[src/rtl/counter_monitor_pkg.sv]
// Shared FSM state encoding and lock threshold for counter_monitor.
package counter_monitor_pkg;

  typedef enum logic [1:0] {
    StIdle  = 2'd0,
    StSync  = 2'd1,
    StTrack = 2'd2,
    StErr   = 2'd3
  } state_e;

  // Consecutive +1 steps needed in SYNC before declaring lock.
  localparam logic [1:0] LockThreshold = 2'd2;

endpackage

[src/rtl/counter_monitor_if.sv]
// Monitor-side bus for counter_monitor; err_cnt exists only with COUNTER_MONITOR_ERRCNT_EN.
interface counter_monitor_if #(
  parameter int unsigned WIDTH  = 4,
  parameter int unsigned WRAP_W = 8
);
  logic [WIDTH-1:0]  q_in;
  logic              clr;
  logic              locked;
  logic              err;
  logic              wrap_pulse;
  logic [WRAP_W-1:0] wrap_cnt;
`ifdef COUNTER_MONITOR_ERRCNT_EN
  logic [WRAP_W-1:0] err_cnt;

  modport master (output q_in, clr, input locked, err, wrap_pulse, wrap_cnt, err_cnt);
  modport slave  (input q_in, clr, output locked, err, wrap_pulse, wrap_cnt, err_cnt);
`else
  modport master (output q_in, clr, input locked, err, wrap_pulse, wrap_cnt);
  modport slave  (input q_in, clr, output locked, err, wrap_pulse, wrap_cnt);
`endif
endinterface

[src/rtl/sat_counter.sv]
// Saturating up-counter with synchronous clear and synchronous active-low reset.
module sat_counter #(
  parameter int unsigned WIDTH = 8
) (
  input  logic             clk,
  input  logic             reset,
  input  logic             inc,
  input  logic             clr,
  output logic [WIDTH-1:0] count
);

  logic [WIDTH-1:0] count_q;

  always_ff @(posedge clk) begin
    if (!reset) begin
      count_q <= '0;
    end else if (clr) begin
      count_q <= '0;
    end else if (inc && (count_q != '1)) begin
      count_q <= count_q + WIDTH'(1);
    end
  end

  assign count = count_q;

endmodule

[src/rtl/counter_monitor.sv]
// Tracks an upstream +1 counter: lock, sticky error, wrap pulse and saturating statistics.
// Optional err_cnt statistics counter is built when COUNTER_MONITOR_ERRCNT_EN is defined.
module counter_monitor
  import counter_monitor_pkg::*;
#(
  parameter int unsigned WIDTH  = 4,
  parameter int unsigned WRAP_W = 8
) (
  input  logic             clk,
  input  logic             reset,
  counter_monitor_if.slave mon
);

  localparam logic [WIDTH-1:0] MaxVal = '1;

  state_e            state_q;
  logic [WIDTH-1:0]  prev_q;
  logic [1:0]        good_q;
  logic              locked_q;
  logic              err_q;
  logic              wrap_pulse_q;
  logic [WIDTH-1:0]  q;
  logic [WIDTH-1:0]  prev_inc;
  logic              step;
  logic              wrap_ev;
  logic              err_ev;
  logic [WRAP_W-1:0] wrap_cnt;

  assign q        = mon.q_in;
  assign prev_inc = prev_q + WIDTH'(1);
  assign step     = (q == prev_inc);
  assign wrap_ev  = (state_q == StTrack) && step && (prev_q == MaxVal);
  // Non-step zero is always an upstream restart (max->0 would have been a step).
  assign err_ev   = (state_q == StTrack) && !step && (q != prev_q) && (q != '0);

  always_ff @(posedge clk) begin
    if (!reset) begin
      state_q      <= StIdle;
      prev_q       <= '0;
      good_q       <= '0;
      locked_q     <= 1'b0;
      err_q        <= 1'b0;
      wrap_pulse_q <= 1'b0;
    end else begin
      prev_q       <= q;
      wrap_pulse_q <= wrap_ev;
      err_q        <= mon.clr ? 1'b0 : (err_q | err_ev);
      unique case (state_q)
        StIdle: begin
          state_q  <= StSync;
          good_q   <= '0;
          locked_q <= 1'b0;
        end
        StSync: begin
          if (!step) begin
            good_q <= '0;
          end else if (good_q + 2'd1 == LockThreshold) begin
            state_q  <= StTrack;
            good_q   <= '0;
            locked_q <= 1'b1;
          end else begin
            good_q <= good_q + 2'd1;
          end
        end
        StTrack: begin
          if (!step) begin
            state_q  <= err_ev ? StErr : StSync;
            good_q   <= '0;
            locked_q <= 1'b0;
          end
        end
        StErr: begin
          state_q  <= StSync;
          good_q   <= '0;
          locked_q <= 1'b0;
        end
      endcase
    end
  end

  sat_counter #(
    .WIDTH(WRAP_W)
  ) u_wrap_cnt (
    .clk  (clk),
    .reset(reset),
    .inc  (wrap_ev),
    .clr  (mon.clr),
    .count(wrap_cnt)
  );

`ifdef COUNTER_MONITOR_ERRCNT_EN
  logic [WRAP_W-1:0] err_cnt;

  sat_counter #(
    .WIDTH(WRAP_W)
  ) u_err_cnt (
    .clk  (clk),
    .reset(reset),
    .inc  (err_ev),
    .clr  (mon.clr),
    .count(err_cnt)
  );

  assign mon.err_cnt = err_cnt;
`endif

  assign mon.locked     = locked_q;
  assign mon.err        = err_q;
  assign mon.wrap_pulse = wrap_pulse_q;
  assign mon.wrap_cnt   = wrap_cnt;

endmodule

[src/flat_wrapper.sv]
// flat-port wrapper written by rule: the top's interface ports become plain ports
module counter_monitor_flat import counter_monitor_pkg::*;
#(
  parameter int unsigned WIDTH  = 4,
  parameter int unsigned WRAP_W = 8
)
  (clk, reset, mon_q_in, mon_clr, mon_locked, mon_err, mon_wrap_pulse, mon_wrap_cnt);
  counter_monitor_if #(.WIDTH(WIDTH), .WRAP_W(WRAP_W)) mon_i ();
  input  logic clk;
  input  logic reset;
  input wire logic [$bits(mon_i.q_in)-1:0] mon_q_in;
  input wire logic [$bits(mon_i.clr)-1:0] mon_clr;
  output wire logic [$bits(mon_i.locked)-1:0] mon_locked;
  output wire logic [$bits(mon_i.err)-1:0] mon_err;
  output wire logic [$bits(mon_i.wrap_pulse)-1:0] mon_wrap_pulse;
  output wire logic [$bits(mon_i.wrap_cnt)-1:0] mon_wrap_cnt;
  assign mon_i.q_in = mon_q_in;
  assign mon_i.clr = mon_clr;
  assign mon_locked = mon_i.locked;
  assign mon_err = mon_i.err;
  assign mon_wrap_pulse = mon_i.wrap_pulse;
  assign mon_wrap_cnt = mon_i.wrap_cnt;
  counter_monitor #(.WIDTH(WIDTH), .WRAP_W(WRAP_W)) u_core (.clk(clk), .reset(reset), .mon(mon_i));
endmodule
[config.mk]
export PLATFORM = sky130hd
export DESIGN_NAME = counter_monitor_flat
export DESIGN_NICKNAME = d
export VERILOG_FILES = /design/src/rtl/counter_monitor_pkg.sv /design/src/rtl/counter_monitor_if.sv /design/src/rtl/sat_counter.sv /design/src/rtl/counter_monitor.sv /design/src/flat_wrapper.sv
export SDC_FILE = /design/constraint.sdc
export NUM_CORES = 1
export LEC_CHECK = 0
export CORE_ASPECT_RATIO = 0.9
export CORE_MARGIN = 4
export CORE_UTILIZATION = 53
export CTS_BUF_LIST = sky130_fd_sc_hd__clkbuf_8
export CTS_CLUSTER_SIZE = 14
export DETAILED_ROUTE_END_ITERATION = 12
export HOLD_SLACK_MARGIN = 0.06
export MAX_ROUTING_LAYER = met4
export PLACE_DENSITY = 0.81
export SLEW_MARGIN = 20
export SYNTH_ARGS = -nofsm -noshare
export SYNTH_HDL_FRONTEND = slang
export SYNTH_SLANG_ARGS = --single-unit
[constraint.sdc]
create_clock -name clk -period 3 [get_ports clk]
set_clock_uncertainty 0.15 [all_clocks]
set_input_delay 0.6 -clock clk [delete_from_list [all_inputs] [get_ports clk]]
set_output_delay 0.6 -clock clk [all_outputs]
set_load 0.1 [all_outputs]
==> results.json <==
{
  "hold_buffers": 0,
  "num_rows": 14,
  "synth_area_leader_cell": "dfxtp_1",
  "vias": 795,
  "synth_compound_area_frac": 0.1131,
  "setup_violations": 0,
  "drv_cap": 0,
  "p_per_area_mw_per_mm2": 559.9,
  "initial_core_util": 0.5736,
  "cp_max_fo": 8,
  "hold_class": "reg2reg",
  "yosysUniqueCellTypes": 35,
  "cts_max_path_buffers": 2,
  "synth_top_family_by_area": "simple AND/OR/NAND/NOR gates",
  "grt_pass1_wl_microns": 3056,
  "final_nets": 137,
  "synth_area_sq_um": 984.7,
  "io_pins": 18,
  "synth_ff_type": "dfxtp_1",
  "synth-edff-count": 0,
  "cp.arrival_ns": 2.50,
  "clkTransAtPathRegs_ns": 0.07,
  "wl_per_cell_microns": 12.33,
  "start_kind": "input port",
  "drtIter0Drc": 7,
  "clock_power_share": 0.260,
  "rsz0062_at_grt": "false",
  "htreeDepth": 1,
  "postRouteAntennaNets": 0,
  "root_buffer": "clkbuf_8",
  "pwr-share-comb": 0.306,
  "gp_congestion": 0.7852,
  "wl_microns": 1825,
  "dieWidth_microns": 53.44,
  "gr-total-overflow": 0,
  "cp.required_ns": 3.04,
  "io_buffer_count": 17,
  "routed_via_density": 5.372,
  "grt.total_usage": 0.1578,
  "period_share": 0.8175,
  "syn-num-nets": 117,
  "die_y_microns": 48.89,
  "insertion_delay_ns": 0.26,
  "switching_share": 0.3347,
  "firstDrtPassIters": 4,
  "syn-instance-count": 105,
  "dp_slack_ns": 0.2598,
  "synthMuxAreaShare": 0.04066,
  "finalMaxSlewViolations": 0,
  "syn2layout_area_growth_pct": 20.71,
  "core_sq_mm": 0.001717,
  "final.setup.worst_slack_ns": 0.5476,
  "finalSetupTns_ns": 0,
  "post-route-min-period_ns": 2.452,
  "ys_seq_elements": 19,
  "pwr-share-seq": 0.434,
  "power.switching_mw": 0.2228,
  "ir_drop_mv": 0.6683,
  "critPathCaptureType": "flop",
  "yosysMostFrequentCell": "dfxtp_1",
  "route.detailed.drc": 0,
  "clock_sinks": 19,
  "die-area_sq_mm": 0.002612,
  "yosys-top-cells-area": "dfxtp_1 39%, ha_1 6.4%, xnor2_1 5.3%",
  "p_int_mw": 0.4428,
  "slew_headroom": 0.7037,
  "synth_xor_area_frac": 0.08767,
  "grt_max_degree": 15,
  "synthAdderAreaFrac": 0.06353,
  "fmax_ghz": 0.4078,
  "critical_path_class": "in2reg",
  "seq_area_frac_synth": 0.3863,
  "hpwlAfterDp_microns": 1413,
  "synth_warnings": 0,
  "cts_resized": 0,
  "numCtsBuffers": 3,
  "r2r_slack_ns": 0.76,
  "post_cts_buffers": 0,
  "synth-simple-area-share": 0.2795,
  "synthTopCellsByCount": "19 x dfxtp_1, 9 x nand2_1, 6 x nor2_1, 6 x xnor2_1",
  "drive_gt1_frac": 0.1694,
  "avgSynthCellArea_sq_um": 9.378,
  "hold_viol_final": 0,
  "worst_pin_slew_ns": 0.4444,
  "synth_top_area_frac": 0.3863,
  "antenna_cells": 0,
  "antenna_found_initial": 0,
  "cts_tree": "done",
  "status": "completed",
  "static-leakage-power_nw": 0.4624,
  "ys_async_sr_fraction": 0,
  "grt_pass1_vias": 711
}
==> flip-flops by register name (all words and copies together) (netlist names) <==
register and count:
u_core.u_wrap_cnt.count 8, u_core.prev_q 4, u_core.good_q 2, u_core.state_q 2, u_core.mon.err 1, u_core.mon.locked 1, u_core.mon.wrap_pulse 1
==> worst max-delay path: stages <==
cell and delay, ns:
clkdlybuf4s50_1 0.51, xnor2_1 0.15, nor4_4 0.41, nand3_4 0.16, or4_1 0.52, a21oi_1 0.14
==> path summary, 6_finish.rpt <==
kind / start / to / cells past startpoint
max reg2reg: u_core.state_q[0] / u_core.u_wrap_cnt.count[7] / 7
min: u_core.good_q[1] / u_core.good_q[1] / 2
max: mon_q_in[0] / u_core.u_wrap_cnt.count[7] / 6
min reg2reg: u_core.good_q[1] / u_core.good_q[1] / 2
==> layout make-up <==
| cell class | instances | area [sq um] |
|---|---|---|
| clock inverters | 1 | 3.754 |
| well taps | 24 | 30.03 |
| clock buffers | 3 | 41.29 |
| multi-input cells | 80 | 575.6 |
| repair buffers | 17 | 142.6 |
| flip-flops and latches | 19 | 380.4 |
| inverters | 4 | 15.01 |
| fillers | 148 | 528.0 |
==> layer usage <==
| metal | share of wire | track usage | wire, microns |
|---|---|---|---|
| met1 | 0.47 | 0.1929 | 859 |
| met2 | 0.47 | 0.2449 | 849 |
| met3 | 0.056 | 0.06422 | 103 |
| met4 | 0.0066 | 0.02553 | 12 |
| met5 | 0 | - | 0 |
==> power groups by stage <==
stage,sequential (mW),combinational [mW],clock [mW]
after detailed placement,0.295,0.204,0
final,0.289,0.203,0.173
after global routing,0.292,0.224,0.194
after CTS,0.289,0.205,0.180
after global placement,0.294,0.200,0
after floorplan,0.337,0.117,0
==> metrics by stage <==
step / cells / cell area (sq um) / util / hold WS [ns] / power [mW]
2_1_floorplan: 105 / 984.7 / - / 0.2787 / 0.4544
3_3_place_gp: 144 / 1144 / 0.6662 / 0.2887 / 0.4938
3_5_place_dp: 144 / 1144 / 0.6662 / 0.3120 / 0.4989
4_1_cts: 148 / 1189 / 0.6924 / 0.3243 / 0.6735
5_1_grt: 148 / 1189 / 0.6924 / 0.3359 / 0.7098
6_report: 148 / 1189 / 0.6924 / 0.3276 / 0.6655
==> cell usage in the layout, fill, tap and decap left out <==
cell / instances
a211oi_1: 1
xor2_1: 2
nor4_4: 1
or4_1: 2
nand3_1: 3
ha_1: 5
nor2b_1: 3
nor3_1: 1
o31ai_1: 2
a21oi_1: 5
or3_1: 2
nand4_1: 4
nand4b_1: 1
o21ai_0: 4
a41o_2: 1
nand2b_1: 2
clkdlybuf4s50_1: 6
nor2_1: 6
a22oi_1: 1
clkbuf_8: 3
and2_1: 4
o2111ai_1: 1
xnor2_2: 1
nand3_4: 1
and3_1: 2
mux2i_1: 4
xnor2_1: 6
o41ai_1: 1
and3_2: 2
and2_2: 1
buf_4: 11
o21a_1: 1
or2b_1: 1
inv_1: 5
nand2_1: 9
dfxtp_1: 19
==> cells by family (layout without fill, tap and decap cells) <==
logic type                 Yosys count  count (layout)
and+or+nand+nor                     45              45
DFF                                 19              19
AOI/OAI and AO/OA                   17              17
xor gates and xnor gates             9               9
buffers and inverters                6              25
adders and majority gates            5               5
muxes                                4               4
Power figures use the tool's default switching activity.
==> RTL edit: new RTL, same settings <==
`WRAP_W` is set to 8 in 3 places; all go to 6.
--- a/src/rtl/counter_monitor_if.sv
+++ b/src/rtl/counter_monitor_if.sv
@@ -1,7 +1,7 @@
 // Monitor-side bus for counter_monitor; err_cnt exists only with COUNTER_MONITOR_ERRCNT_EN.
 interface counter_monitor_if #(
   parameter int unsigned WIDTH  = 4,
-  parameter int unsigned WRAP_W = 8
+  parameter int unsigned WRAP_W = 6
 );
   logic [WIDTH-1:0]  q_in;
   logic              clr;
--- a/src/rtl/counter_monitor.sv
+++ b/src/rtl/counter_monitor.sv
@@ -4,7 +4,7 @@
   import counter_monitor_pkg::*;
 #(
   parameter int unsigned WIDTH  = 4,
-  parameter int unsigned WRAP_W = 8
+  parameter int unsigned WRAP_W = 6
 ) (
   input  logic             clk,
   input  logic             reset,
--- a/src/flat_wrapper.sv
+++ b/src/flat_wrapper.sv
@@ -2,7 +2,7 @@
 module counter_monitor_flat import counter_monitor_pkg::*;
 #(
   parameter int unsigned WIDTH  = 4,
-  parameter int unsigned WRAP_W = 8
+  parameter int unsigned WRAP_W = 6
 )
   (clk, reset, mon_q_in, mon_clr, mon_locked, mon_err, mon_wrap_pulse, mon_wrap_cnt);
   counter_monitor_if #(.WIDTH(WIDTH), .WRAP_W(WRAP_W)) mon_i ();
Interface: changed (resized mon_wrap_cnt); port bits go from 18 to 16. The function was not compared with the original's and may differ.
==> RTL edit against the unedited design <==
Setup slack better by 0.17 ns; clock power is 3% lower; total power is 8.3% lower; sequential cell count is 2 lower; routed wire length is 2.2% lower; combinational power is 9.9% lower; design area is 8.7% lower; synthesized area is 8.6% lower; highest routed layer unchanged.
==> RTL edit: results <==
[status]
outcome = complete, no violations

[worst_setup_path]
reg2reg_slack_ns = 0.91
slowest_stage_cell_crit_path = sky130_fd_sc_hd__clkdlybuf4s50_1
crit_path_max_incr_delay_ns = 0.49
rr_startpoint = u_core.prev_q[1]$_SDFF_PN0_
setup.worst_path.start = mon_q_in[1]
reg2reg_to = u_core.state_q[1]$_SDFFE_PN0P_
crit_end = u_core.u_wrap_cnt.count[2]$_SDFFE_PP0P_
reg2regPathDepth = 6
worstPathArrival_ns = 2.28

[logic_synthesis]
synth.net_count = 107
synthCells = 95
leading_post_synthesis_cells_by_instance_count = sky130_fd_sc_hd__dfxtp_1 (17), sky130_fd_sc_hd__nor2_1 (8), sky130_fd_sc_hd__nand2_1 (6)
synth.area.top_cells = sky130_fd_sc_hd__dfxtp_1 (38%), sky130_fd_sc_hd__ha_1 (7.0%), sky130_fd_sc_hd__mux2i_1 (5.6%), sky130_fd_sc_hd__xnor2_1 (3.9%), sky130_fd_sc_hd__xnor2_2 (3.6%)
synthXorXnorAreaFrac = 0.111
synth.lib_cells_used.distinct = 31
synth-adder-area-share = 0.0695
synth-seq-area-share = 0.378
synth-compound-area-share = 0.0974
synth.mux.area_fraction = 0.0556

[routing]
wl_met1_um = 806
detailroute.wirelength.met3_um = 86
drt_first_iter_violations = 15

[timing]
hold-worst-slack_ns = 0.310
max-slew-margin-rel = 0.768
clock.fmax_ghz = 0.439

[place]
gp_routability_congestion = 0.763
dpl-instance-area_mm2 = 0.00104
portBuffers = 15

[global_route]
first_pass_grt_wire_length_mm = 3.07

[cells_and_area]
filler_cell_count = 136
layout.cells.non_filler = 134
largest_register_ffs = 6

[power]
power.switching_mw = 0.201
p_leak_nw = 0.475
power.ir.vdd_worst_mv = 0.463
==> RTL edit: layout make-up <==
class,instances,area (µm²),area share
Sequential cell,17,340,0.314
Clock buffer,3,41.3,0.0381
Inverter,5,18.8,0.0173
Timing Repair Buffer,15,128,0.118
Clock inverter,1,3.75,0.00346
Tap cell,22,27.5,0.0254
Multi-Input combinational cell,71,526,0.484
==> RTL edit: power by group through the flow <==
stage,clock [mW],sequential [mW],combinational (mW)
after floorplan,0,0.299,0.103
after global placement,0,0.263,0.176
after detailed placement,0,0.264,0.182
after CTS,0.174,0.259,0.183
after global routing,0.183,0.261,0.201
final,0.168,0.259,0.183
==> RTL edit: per-layer routing <==
layer  vias to the layer above  GRT usage
met4                         0     0.0942
met5                         -          -
met1                       314      0.208
met3                         5     0.0698
met2                        14      0.287
li1                        361          -
